<file path="config.mk">
export PLATFORM = sky130hd
export DESIGN_NAME = output_scan_driver
export DESIGN_NICKNAME = d
export VERILOG_FILES = /design/src/rtl/output_scan_driver.sv
export SDC_FILE = /design/constraint.sdc
export NUM_CORES = 1
export LEC_CHECK = 0
export ABC_CLOCK_PERIOD_IN_PS = 2810
export CAP_MARGIN = 20
export CORE_UTILIZATION = 55
export DETAILED_ROUTE_END_ITERATION = 6
export GPL_TIMING_DRIVEN = 0
export PLACE_DENSITY = 0.78
export SLEW_MARGIN = 10
export SYNTH_ARGS = -nofsm -noshare
export SYNTH_HDL_FRONTEND = slang
export SYNTH_SLANG_ARGS = --single-unit
</file>
<file path="constraint.sdc">
create_clock -name clk -period 2.81 [get_ports clk]
set_clock_uncertainty 0.15 [all_clocks]
set_input_delay 0.281 -clock clk [delete_from_list [all_inputs] [get_ports clk]]
set_output_delay 0.281 -clock clk [all_outputs]
set_load 0.02 [all_outputs]
</file>
<file path="src/rtl/output_scan_driver.sv">
// output_scan_driver: time-multiplexed common-anode 7-segment scanner.
// Host data lands in a pending buffer and is copied to the shadow buffer
// only at the end of a full scan frame, so a frame is never torn.
// Outputs are registered and lag the prescaler/index by one cycle.
module output_scan_driver #(
  parameter int DIGITS   = 8,
  parameter int SCAN_DIV = 50000,
  parameter int GAP      = 2
) (
  input  logic                  clk,
  input  logic                  rst,
  input  logic                  load,
  input  logic [4*DIGITS-1:0]   bcd_in,
  input  logic [DIGITS-1:0]     dot_in,
  input  logic [DIGITS-1:0]     blank_in,
  input  logic                  lzb_en,
  output logic                  loaded,
  output logic                  frame_start,
  output logic [0:7]            seg,
  output logic [DIGITS-1:0]     an
);

  localparam int PW = (SCAN_DIV > 1) ? $clog2(SCAN_DIV) : 1;
  localparam int IW = (DIGITS > 1) ? $clog2(DIGITS) : 1;
  localparam logic [PW-1:0] PRESC_LAST = PW'(SCAN_DIV - 1);
  localparam logic [PW-1:0] GAP_V      = PW'(GAP);
  localparam logic [IW-1:0] IDX_LAST   = IW'(DIGITS - 1);

  // Scan position
  logic [PW-1:0]          r_presc;
  logic [IW-1:0]          r_idx;

  // Pending (host side) buffer
  logic [4*DIGITS-1:0]    r_pend_bcd;
  logic [DIGITS-1:0]      r_pend_dot;
  logic [DIGITS-1:0]      r_pend_blank;
  logic                   r_pend_lzb;
  logic                   r_pend_valid;

  // Shadow (display side) buffer
  logic [4*DIGITS-1:0]    r_sh_bcd;
  logic [DIGITS-1:0]      r_sh_dot;
  logic [DIGITS-1:0]      r_sh_blank;
  logic                   r_sh_lzb;

  logic                   w_tick;
  logic                   w_commit;
  logic                   w_do_commit;
  logic                   w_lit;
  logic                   w_dark;
  logic                   w_run;
  logic [DIGITS-1:0]      w_lz_mask;
  logic [3:0]             w_nib;
  logic [0:6]             w_glyph;

  assign w_tick      = (r_presc == PRESC_LAST);
  assign w_commit    = w_tick && (r_idx == IDX_LAST);
  assign w_do_commit = w_commit && (r_pend_valid || load);
  assign w_lit       = (r_presc >= GAP_V);
  assign w_nib       = r_sh_bcd[{r_idx, 2'b00} +: 4];
  assign w_dark      = r_sh_blank[r_idx] | w_lz_mask[r_idx];

  // Leading-zero run: walks down from the leftmost digit; explicit blanks
  // do not influence the run, and digit 0 always stays visible.
  always_comb begin
    w_lz_mask = '0;
    w_run     = r_sh_lzb;
    for (int k = DIGITS - 1; k >= 1; k--) begin
      if (w_run && (r_sh_bcd[4*k +: 4] == 4'h0) && !r_sh_dot[k]) begin
        w_lz_mask[k] = 1'b1;
      end else begin
        w_run = 1'b0;
      end
    end
  end

  // Hex glyph decode, active low, a..g left to right
  always_comb begin
    w_glyph = 7'b1111111;
    case (w_nib)
      4'h0: w_glyph = 7'b0000001;
      4'h1: w_glyph = 7'b1001111;
      4'h2: w_glyph = 7'b0010010;
      4'h3: w_glyph = 7'b0000110;
      4'h4: w_glyph = 7'b1001100;
      4'h5: w_glyph = 7'b0100100;
      4'h6: w_glyph = 7'b0100000;
      4'h7: w_glyph = 7'b0001111;
      4'h8: w_glyph = 7'b0000000;
      4'h9: w_glyph = 7'b0000100;
      4'hA: w_glyph = 7'b0001000;
      4'hB: w_glyph = 7'b1100000;
      4'hC: w_glyph = 7'b0110001;
      4'hD: w_glyph = 7'b1000010;
      4'hE: w_glyph = 7'b0110000;
      4'hF: w_glyph = 7'b0111000;
      default: w_glyph = 7'b1111111;
    endcase
  end

  // Prescaler and digit index advance
  always_ff @(posedge clk) begin
    if (rst) begin
      r_presc <= '0;
      r_idx   <= '0;
    end else begin
      if (w_tick) begin
        r_presc <= '0;
        r_idx   <= (r_idx == IDX_LAST) ? '0 : r_idx + 1'b1;
      end else begin
        r_presc <= r_presc + 1'b1;
      end
    end
  end

  // Pending capture and frame-boundary commit into the shadow buffer;
  // a load in the commit cycle bypasses pending and is shown this frame.
  always_ff @(posedge clk) begin
    if (rst) begin
      r_pend_bcd   <= '0;
      r_pend_dot   <= '0;
      r_pend_blank <= '0;
      r_pend_lzb   <= 1'b0;
      r_pend_valid <= 1'b0;
      r_sh_bcd     <= '0;
      r_sh_dot     <= '0;
      r_sh_blank   <= '1;
      r_sh_lzb     <= 1'b0;
    end else begin
      if (load) begin
        r_pend_bcd   <= bcd_in;
        r_pend_dot   <= dot_in;
        r_pend_blank <= blank_in;
        r_pend_lzb   <= lzb_en;
      end
      if (w_do_commit) begin
        r_sh_bcd     <= load ? bcd_in   : r_pend_bcd;
        r_sh_dot     <= load ? dot_in   : r_pend_dot;
        r_sh_blank   <= load ? blank_in : r_pend_blank;
        r_sh_lzb     <= load ? lzb_en   : r_pend_lzb;
        r_pend_valid <= 1'b0;
      end else if (load) begin
        r_pend_valid <= 1'b1;
      end
    end
  end

  // Registered pin drive and status pulses
  always_ff @(posedge clk) begin
    if (rst) begin
      seg         <= 8'hFF;
      an          <= '1;
      loaded      <= 1'b0;
      frame_start <= 1'b0;
    end else begin
      frame_start <= w_commit;
      loaded      <= w_do_commit;
      if (w_lit) begin
        an  <= ~(DIGITS'(1) << r_idx);
        seg <= w_dark ? 8'hFF : {w_glyph, ~r_sh_dot[r_idx]};
      end else begin
        an  <= '1;
        seg <= 8'hFF;
      end
    end
  end

endmodule

</file>
==> flow_summary.yaml <==
outcome:
  outcome: "finished with violations"
  violations: "design-rule violations"
min_path:
  min_path_cells: 3
  worstHoldStart: "load"
  hp-class: "input port to flop"
clock_network:
  path_clk_slew_ns: 0.06
  clock-sinks: 136
  cts.hold.buffers_added: 0
  ctsRootBufferMaster: "clkbuf_8"
  clkLatencyLatePin_ns: 0.53
  cts_tree: "built"
  cts_buffers: 17
  htreeDepth: 4
  clockBufferDepth: 2
synth:
  synth_top_area_share_pct: 48.2
  synth_edf_count: 0
  yosys_warnings: 0
  syn-instance-count: 559
  yosysUniqueCellTypes: 43
  yosysTopAreaCell: "dfxtp_1"
  syn-cell-area_sq_um: 5650
  synth.top_cells.by_count: "136 x dfxtp_1, 81 x nor2_1, 57 x mux2i_1, 40 x a21o_1, 40 x nor3b_1"
  synthArstFlopShare_pct: 0
  synth-main-ff-cell: "dfxtp_1"
  ys_top_cells_by_area: "dfxtp_1 48%, mux2i_1 10%, nor2_1 5.4%"
  syn_avg_cell_area_sq_um: 10.1
  synth_most_common_cell: "dfxtp_1"
  ys_seq_elements: 136
  ys_seq_area_share_pct: 48.2
  syn_nets: 625
sta:
  slew_headroom_pct: 46.3
  hold_viol: 0
  setup-tns-final_ns: 0
  fin_crit_sh_pct: 92.3
  fin_crit_ns: 2.59
  worst_pin_slew_ns: 0.805
  fmax_mhz: 386
  drv_slew: 0
  setup_violations: 0
route:
  wl_per_cell_um: 15.9
  dr.pass1.iters: 6
  vias: 4332
  wl_um: 12600
  drt_iter0_drc: 173
  viasPerCell: 5.48
  postRouteAntennaNets: 0
  post-route-drc-count: 1
cells_and_area:
  final_nets: 711
  layout-drive-gt1-share_pct: 10.5
  stdcell_area_sq_um: 7040
  post-route-util_pct: 71.4
  fin_cells: 790
  antennaDiodeCount: 0
  syn2layout_area_growth_pct: 24.7
critical_path:
  rr_startpoint: "r_idx[0]"
  cp.arrival_ns: 2.82
  cp.required_ns: 3.03
  crit_type: "flop to flop"
  cp-start-kind: "flop"
  reg2reg_depth: 7
  end_kind: "flop"
  crit_path_start: "r_idx[0]"
  cp_max_fo: 10
grt:
  grt.busiest_layer: "met2"
  antenna_found_initial: 0
  first_global_vias: 4133
  grt_max_degree: 17
  grt_overflow: 0
  use_met2_pct: 43.1
  grt_use_met1_pct: 30.3
  grt_usage_pct: 25.1
  grt_pass1_wl_um: 19900
  globalRouteMet3Util_pct: 6.65
placement:
  dp.cells: 759
  dpl.hpwl_um: 8940
  gp_congestion: 0.873
  io_buffers: 67
  dpl-instance-area_sq_um: 6480
flow_run:
  cap_viol_max_count: 0
floorplan:
  die_w_um: 103
  num_io_pins: 70
  dieHeight_um: 103
  start_util_pct: 57.2
  die_area_sq_um: 10700
  core-area_sq_um: 9860
  num_rows: 36
pwr:
  power_mw: 4.27
  switching_share_pct: 22.9
  leakagePower_nw: 3.16
  p_int_mw: 3.29
  p_sw_uw: 977
  clkPwrFrac_pct: 47.9
  power_density_nw_per_um2: 606
  vdd_drop_max_uv: 394
  pwr-share-seq_pct: 46.7
  comb_power_share_pct: 5.4
what timing repair did:
| action | in CTS | in global routing |
|---|---|---|
| endpoints found under the setup margin | 0 | 8 |
| resized for setup | 0 | 1 |
| setup buffers | 0 | 0 |
worst paths after layout:
kind / slack, ns / endpoint
worst max-delay path: 0.22 / seg[1]
worst min register to register: 0.33 / r_presc[0]
worst min-delay path: 0.16 / r_pend_bcd[7]
worst max register to register: 0.22 / seg[1]
routing by layer:
| layer | up-vias | share of wire [%] |
|---|---|---|
| met5 | - | 0 |
| met4 | 0 | 1.5 |
| met3 | 18 | 5.3 |
| met2 | 124 | 49 |
| met1 | 2067 | 44 |
| li1 | 2123 | - |
worst max-delay path, stage by stage, from the launching register on:
cell and delay [ns]:
dfxtp_1 0.36, buf_2 0.24, buf_2 0.31, mux4_2 0.53, nand2_1 0.08, nand3_1 0.12, a21oi_2 0.42, o221ai_1 0.23
kinds of logic after synthesis:
family,share of synthesized area (%)
and+or+nand+nor,17.9
xor gates and xnor gates,2.17
AOI/OAI and AO/OA,9.44
buffers and inverters,4.32
muxes,14.9
DFF,48.2
adders and majority gates,3.10
sequential cells by signal, indices dropped and copies added, names as in the netlist, 3 cells and up:
register,count
r_idx,3
r_pend_bcd,32
r_pend_blank,8
seg,8
r_presc,16
r_pend_dot,8
r_sh_dot,8
r_sh_blank,8
an,8
r_sh_bcd,32
power groups by stage:
stage	clock (mW)	sequential (mW)	combinational, mW
floorplan	0	2.03	0.119
global placement	0	2.03	0.224
detailed placement	0	2.04	0.229
CTS	2.07	1.99	0.232
global route	2.15	2.00	0.251
finish	2.05	1.99	0.230
per-stage QoR:
| step | setup slack, ns | hold slack (ns) |
|---|---|---|
| final | 0.216 | 0.160 |
| after global routing | -0.00730 | 0.167 |
| after CTS | 0.00681 | 0.133 |
| after detailed placement | 0.0166 | 0.327 |
| after global placement | 0.0447 | 0.304 |
| after floorplan | 0.553 | 0.287 |
layout by cell type, fill, tap and decap left out, types with 5 or more instances in the layout:
cell type	synthesis	layout
ha_1	14	14
buf_4	6	6
nor3_1	14	14
o21ai_0	6	6
inv_1	11	11
buf_2	9	9
dfxtp_1	136	136
mux4_2	10	10
xor2_1	9	9
nand2_1	24	24
buf_1	7	7
clkdlybuf4s50_1	0	67
mux2i_1	57	57
nor2_1	81	81
a21oi_1	13	12
clkbuf_16	0	16
clkinvlp_4	0	5
xnor2_1	5	5
a21o_1	40	40
nor3b_1	40	40
clkbuf_1	13	13
nand3_1	20	20
area by class of cell:
class / count / area (sq um)
Fill cell: 716 / 2820
Sequential cell: 136 / 2720
Tap cell: 133 / 166
Multi-Input combinational cell: 373 / 2680
Clock inverter: 13 / 125
Timing Repair Buffer: 67 / 671
Buffer: 38 / 199
Clock buffer: 18 / 428
Inverter: 12 / 45.0
No activity file was read; power rests on OpenSTA's default activity.
